==> src/rtl/alu_arbiter.sv <==
// alu_arbiter: round-robin share of one 32-bit ALU between two requesters.
// Operands are registered and held at the ALU for EXEC_CYCLES cycles, then the
// result and flags are captured into a response buffer tagged with the requester id.
module alu_arbiter #(
  parameter int EXEC_CYCLES = 2
) (
  input  logic        clk,
  input  logic        reset,
  input  logic        req0_valid,
  output logic        req0_ready,
  input  logic [2:0]  req0_command,
  input  logic [31:0] req0_a,
  input  logic [31:0] req0_b,
  input  logic        req1_valid,
  output logic        req1_ready,
  input  logic [2:0]  req1_command,
  input  logic [31:0] req1_a,
  input  logic [31:0] req1_b,
  output logic        rsp_valid,
  input  logic        rsp_ready,
  output logic        rsp_id,
  output logic [31:0] rsp_result,
  output logic        rsp_carryout,
  output logic        rsp_overflow,
  output logic        rsp_zero
);
  typedef enum logic [1:0] {IDLE, EXEC, RESP} state_t;

  localparam logic [2:0] C_ADD = 3'd0, C_SUB = 3'd1, C_XOR = 3'd2, C_SLT = 3'd3,
                         C_AND = 3'd4, C_NAND = 3'd5, C_NOR = 3'd6, C_OR = 3'd7;
  localparam logic [3:0] CNT_INIT = 4'(EXEC_CYCLES - 1);

  state_t      state_q, state_d;
  logic        last_grant_q, last_grant_d;
  logic [3:0]  cnt_q, cnt_d;
  logic [2:0]  cmd_q, cmd_d;
  logic [31:0] a_q, a_d, b_q, b_d;
  logic        id_q, id_d;
  logic [31:0] res_q, res_d;
  logic        cout_q, cout_d, ovf_q, ovf_d, zero_q, zero_d, rid_q, rid_d;

  logic        grant0, grant1, accept, acc_id;
  logic        sub_op, flag_pass;
  logic [31:0] bx, alu_res;
  logic [32:0] sum;
  logic        alu_cout, alu_ovf;

  // ALU datapath, fed only from the operand registers
  always_comb begin
    sub_op    = (cmd_q == C_SUB) || (cmd_q == C_SLT);
    bx        = sub_op ? ~b_q : b_q;
    sum       = {1'b0, a_q} + {1'b0, bx} + {32'd0, sub_op};
    alu_cout  = sum[32];
    alu_ovf   = (a_q[31] == bx[31]) && (sum[31] != a_q[31]);
    flag_pass = (cmd_q == C_ADD) || (cmd_q == C_SUB) || (cmd_q == C_SLT);
    alu_res   = '0;
    case (cmd_q)
      C_ADD, C_SUB: alu_res = sum[31:0];
      C_XOR:        alu_res = a_q ^ b_q;
      C_SLT:        alu_res = {31'd0, sum[31] ^ alu_ovf};
      C_AND:        alu_res = a_q & b_q;
      C_NAND:       alu_res = ~(a_q & b_q);
      C_NOR:        alu_res = ~(a_q | b_q);
      C_OR:         alu_res = a_q | b_q;
      default:      alu_res = '0;
    endcase
  end

  // Round-robin grant; readys only in IDLE and never during reset
  always_comb begin
    grant0     = req0_valid && (!req1_valid || last_grant_q);
    grant1     = req1_valid && (!req0_valid || !last_grant_q);
    req0_ready = (state_q == IDLE) && !reset && grant0;
    req1_ready = (state_q == IDLE) && !reset && grant1;
    accept     = (req0_ready && req0_valid) || (req1_ready && req1_valid);
    acc_id     = req1_ready;
  end

  // Next-state: accept in IDLE, count down in EXEC, capture on zero, hold in RESP
  always_comb begin
    state_d      = state_q;
    last_grant_d = last_grant_q;
    cnt_d        = cnt_q;
    cmd_d        = cmd_q;
    a_d          = a_q;
    b_d          = b_q;
    id_d         = id_q;
    res_d        = res_q;
    cout_d       = cout_q;
    ovf_d        = ovf_q;
    zero_d       = zero_q;
    rid_d        = rid_q;
    case (state_q)
      IDLE: if (accept) begin
        cmd_d        = acc_id ? req1_command : req0_command;
        a_d          = acc_id ? req1_a : req0_a;
        b_d          = acc_id ? req1_b : req0_b;
        id_d         = acc_id;
        last_grant_d = acc_id;
        cnt_d        = CNT_INIT;
        state_d      = EXEC;
      end
      EXEC: if (cnt_q == 4'd0) begin
        res_d   = alu_res;
        cout_d  = flag_pass && alu_cout;
        ovf_d   = flag_pass && alu_ovf;
        zero_d  = (alu_res == 32'd0);
        rid_d   = id_q;
        state_d = RESP;
      end else begin
        cnt_d = cnt_q - 4'd1;
      end
      RESP: if (rsp_ready) state_d = IDLE;
      default: state_d = IDLE;
    endcase
  end

  // State and datapath registers with synchronous reset
  always_ff @(posedge clk) begin
    if (reset) begin
      state_q      <= IDLE;
      last_grant_q <= 1'b1;
      cnt_q        <= '0;
      cmd_q        <= '0;
      a_q          <= '0;
      b_q          <= '0;
      id_q         <= 1'b0;
      res_q        <= '0;
      cout_q       <= 1'b0;
      ovf_q        <= 1'b0;
      zero_q       <= 1'b0;
      rid_q        <= 1'b0;
    end else begin
      state_q      <= state_d;
      last_grant_q <= last_grant_d;
      cnt_q        <= cnt_d;
      cmd_q        <= cmd_d;
      a_q          <= a_d;
      b_q          <= b_d;
      id_q         <= id_d;
      res_q        <= res_d;
      cout_q       <= cout_d;
      ovf_q        <= ovf_d;
      zero_q       <= zero_d;
      rid_q        <= rid_d;
    end
  end

  assign rsp_valid    = (state_q == RESP);
  assign rsp_id       = rid_q;
  assign rsp_result   = res_q;
  assign rsp_carryout = cout_q;
  assign rsp_overflow = ovf_q;
  assign rsp_zero     = zero_q;
endmodule

==> config.mk <==
export PLATFORM = sky130hd
export DESIGN_NAME = alu_arbiter
export DESIGN_NICKNAME = d
export VERILOG_FILES = /design/src/rtl/alu_arbiter.sv
export SDC_FILE = /design/constraint.sdc
export NUM_CORES = 1
export LEC_CHECK = 0
export BUFFER_PORTS_ARGS = -buffer_cell sky130_fd_sc_hd__buf_4
export CAP_MARGIN = 0
export CORE_UTILIZATION = 25
export DETAILED_ROUTE_END_ITERATION = 16
export PLACE_DENSITY_LB_ADDON = 0.15
export SYNTH_ARGS = -nofsm -noshare
export SYNTH_HDL_FRONTEND = slang
export SYNTH_SLANG_ARGS = --single-unit
==> constraint.sdc <==
create_clock -name clk -period 12.5 [get_ports clk]
set_input_delay 1.25 -clock clk [delete_from_list [all_inputs] [get_ports clk]]
set_output_delay 1.25 -clock clk [all_outputs]
set_load 0.01 [all_outputs]
==> run summary <==
The number of enable flip-flop cells after synthesis came out at 0. The count of state elements after synthesis came out at 111. The share of layout cells above drive strength 1 came out at around 17%. The net switching fraction of the power came out at about two fifths.

The floorplan step set the die height to roughly 190 um. The final-layout fill cell count came out at 3899. The power per unit of standard cell area is approximately 110 nW/um^2. The number of nets in the synthesized netlist came out at roughly 1.4k.

The highest ir drop seen on vdd came out at 0.06686 mV. By area the synthesized netlist is led by sky130_fd_sc_hd__dfxtp_1 25%, sky130_fd_sc_hd__ha_1 14%, sky130_fd_sc_hd__xnor2_1 8.3%. Once the clock tree was built, the resizer swapped 0 gates to a different size. The number of H-tree levels came out at 3. The first global-routing pass estimated about 50000 um of wire.

The net count of the finished layout came out at about 1.6k. Among all cell types in the netlist, the one instantiated most often is sky130_fd_sc_hd__nand2_1. The launching element type of the critical path is a register. The floorplan step defined a core boundary enclosing 35480 sq um. The number of max-capacitance violations reported came out at 0. The number of distinct library cells after synthesis is 66. Port buffering added between 150 and 200 buffers. The TritonCTS sink count is roughly 110. The power share of the clock group is 23.2%. The number of global-route vias before repair came to around 8.5k. The floorplan step defined a die boundary enclosing roughly 37000 sq um.

The highest net fanout along the worst path is 43. By count the netlist is led by 189 x sky130_fd_sc_hd__nand2_1, 135 x sky130_fd_sc_hd__nor2_1, 111 x sky130_fd_sc_hd__dfxtp_1. Per report_power, the sequential group accounts for about 35% of the total. The hold-fix buffer count after cts came out at 0. For this run, the total global-route usage over all layers was measured as between 10% and 20%. The cell sitting at the root of the clock tree is a sky130_fd_sc_hd__clkbuf_16. Once the floorplan was initialized, standard cells occupied about a quarter of the core. The sequential-to-total area share from yosys stat is approximately a quarter. Headroom to the max-slew limit came out at about 26%. The diode insertion count for antenna repair is 0. Setup violations remaining at the end of the flow were counted as 0. The number of warnings reported in the yosys synthesis log is 0. The largest buffer count on any clock path is 2. The run finished with clean final reports. The remaining routing DRC violations came out at 0.

The number of nets with antenna violations after detailed routing came out at 0. The area share of the largest cell type after synthesis is about 25%. Entering global routing, the biggest net connects between 70 and 80 pins. The area occupied by registers came out at about 2200 sq um. The worst setup path is of the reg -> reg kind. The final cycle utilization of the critical path is between 40% and 50%. For this design the top-level I/O count stands at roughly 180. The area overhead of the layout relative to synthesis came out at 21.69%. The path class of the tightest hold or removal check is reg -> reg. The number of cell rows is 69. The final routed wirelength across all metal layers is roughly 32000 um. Synthesis handed over a netlist of 1205 instances.

The combinational group share of total power is a little over two fifths. The number of CTS-inserted buffers came out at 9. The number of antenna violations at the first check in global routing is 0.

The worst clock skew is 0.01400 ns. After clock tree synthesis, the clock-pin slew on the worst setup and hold paths is 0.08 ns. The fraction of synthesis flops using an asynchronous set or reset pin came out at 0%. In this run the static leakage power is approximately 0.0045 uW. After the first detailed-routing iteration, the DRC count stood at 512. The summed negative setup slack over all endpoints came out at 0 ns. A synthesized cell averages 7.478 sq um. Among all flip-flop cells after synthesis, the most frequent one is sky130_fd_sc_hd__dfxtp_1. The power spent charging and discharging nets came out at just over 500 uW. The count of pins over their slew limit came out at 0.

The maximum clock frequency came out at approximately 200 MHz. The average detailed-routed wire length per instance came out at 18.03 um. The number of hold violations in the final report is 0. The required time of the worst setup path came out at approximately 13 ns. The insertion delay of the later-clocked pin in the worst-skew pair is roughly 0.37 ns.

Global routing finished with a remaining overflow of 0. The width of the die came out at between 150 and 200 um. The detailed-route via count came out at 8723. The post-CTS setup-driven buffer insertion count came out at 0. The slew of the pin with the lowest slew margin came out at roughly 1.1 ns. The sort of element at the end of the critical path is a register.

Summed over all instances, the cell type with the most area after synthesis is sky130_fd_sc_hd__dfxtp_1. The multi-input gate area in the final layout came out at approximately 6000 sq um. The HPWL after detailed placement is approximately 24000 um. The internal portion of the total power is 744.0 uW. The routability-driven placement congestion ratio is approximately 0.84. The signal arrival time at the worst endpoint came out at 5.46 ns.

TritonCTS built the clock tree. The number of detailed-routing iterations run before antenna repair is 5. Summing every instance area after synthesis gives around 9000 sq um. Setup repair after global routing left no endpoint under its margin. In the routed layout, each cell is associated on average with a via count of a little under 5. The clock period could shrink to 5.146 ns. Hold is met by 0.4575 ns.
routing by layer:
layer	routed length, um	track usage [%]
met4	323	3.846
met3	1272	1.809
met2	12720	24.44
met5	0	0
met1	17770	27.91
registers in the layout (all words and copies together), names as in the netlist, 2 cells and up:
name,count
b_q,32
state_q,2
a_q,32
cmd_q,3
cnt_q,4
rsp_result,32
logic make-up (layout without fill, tap and decap cells):
kind of cell             Yosys count  in the layout  share of synthesized area, %
AO/OA/AOI/OAI                    286            286                         22.24
multiplexers                      17             17                         1.902
AND/OR/NAND/NOR                  414            414                         19.66
XOR/XNOR                         107            107                         10.40
flip-flops                       111            111                         24.66
buffers and inverters            170            283                         7.165
adder cells (fa/ha/maj)          100            100                         13.97
critical path, stage by stage (launching register included):
cell and delay (ns):
sky130_fd_sc_hd__dfxtp_1 0.31, sky130_fd_sc_hd__buf_4 0.45, sky130_fd_sc_hd__nand2b_2 0.97, sky130_fd_sc_hd__xnor2_1 0.20
sky130_fd_sc_hd__ha_1 0.36, sky130_fd_sc_hd__nor2b_1 0.16, sky130_fd_sc_hd__o2111ai_1 0.37, sky130_fd_sc_hd__a211oi_1 0.14
sky130_fd_sc_hd__nor3_1 0.40, sky130_fd_sc_hd__o21ai_1 0.19, sky130_fd_sc_hd__a31oi_1 0.32, sky130_fd_sc_hd__xnor2_1 0.11
sky130_fd_sc_hd__a222oi_1 0.46, sky130_fd_sc_hd__and4_1 0.29, sky130_fd_sc_hd__and4b_1 0.20, sky130_fd_sc_hd__a31o_1 0.14
metrics by stage:
| step | power, uW | instance area, sq um | util, % | std cells | setup slack [ns] |
|---|---|---|---|---|---|
| after floorplan | 779.7 | 9011 | - | 1205 | 7.800 |
| after global placement | 964.6 | 10690 | 30.12 | 1764 | 7.431 |
| after detailed placement | 965.7 | 10690 | 30.12 | 1764 | 7.347 |
| after CTS | 1263 | 10970 | 30.90 | 1779 | 7.309 |
| after global routing | 1340 | 10970 | 30.90 | 1779 | 7.031 |
| final | 1248 | 10970 | 30.90 | 1779 | 7.354 |
worst paths after layout:
| kind | start | end | slack (ns) | depth (start not counted) |
|---|---|---|---|---|
| worst max-delay path | cmd_q[2] | rsp_zero | 7.35 | 15 |
| worst min-delay path | rsp_result[31] | rsp_result[31] | 0.46 | 2 |
| worst max register to register | cmd_q[2] | rsp_zero | 7.35 | 15 |
| worst min register to register | rsp_result[31] | rsp_result[31] | 0.46 | 2 |
power by group through the flow:
stage / Combinational, uW / Clock [uW] / Sequential [uW]
floorplan: 355 / 0 / 425
global placement: 527 / 0 / 438
detailed placement: 527 / 0 / 439
CTS: 529 / 303 / 431
global route: 587 / 316 / 436
finish: 529 / 290 / 430
cells in the final DEF, fill, tap and decap left out, types with 5 or more instances in the layout:
cell,instances
sky130_fd_sc_hd__buf_4,190
sky130_fd_sc_hd__nand2_1,189
sky130_fd_sc_hd__nor2_1,133
sky130_fd_sc_hd__dfxtp_1,110
sky130_fd_sc_hd__ha_1,99
sky130_fd_sc_hd__xnor2_1,85
sky130_fd_sc_hd__a21oi_1,82
sky130_fd_sc_hd__inv_1,75
sky130_fd_sc_hd__a311oi_1,68
sky130_fd_sc_hd__xor2_1,22
sky130_fd_sc_hd__a21o_1,20
sky130_fd_sc_hd__o22ai_1,20
sky130_fd_sc_hd__nor3_1,19
sky130_fd_sc_hd__mux2i_1,16
sky130_fd_sc_hd__nand2b_1,15
sky130_fd_sc_hd__a211oi_1,15
sky130_fd_sc_hd__nand4_1,14
sky130_fd_sc_hd__o21ai_0,10
sky130_fd_sc_hd__o21ai_1,10
sky130_fd_sc_hd__clkbuf_16,9
sky130_fd_sc_hd__nor2b_1,8
sky130_fd_sc_hd__a222oi_1,8
sky130_fd_sc_hd__a31oi_1,7
sky130_fd_sc_hd__nand3_1,6
sky130_fd_sc_hd__a22oi_1,5
cell type report:
cell class	instances	area share, %
clock inverters	6	0.4792
multi-input cells	924	56.25
inverters	78	2.670
well taps	461	5.260
clock buffers	9	2.054
repair buffers	190	13.01
flip-flops and latches	111	20.28
No activity file was read; power rests on OpenSTA's default activity.
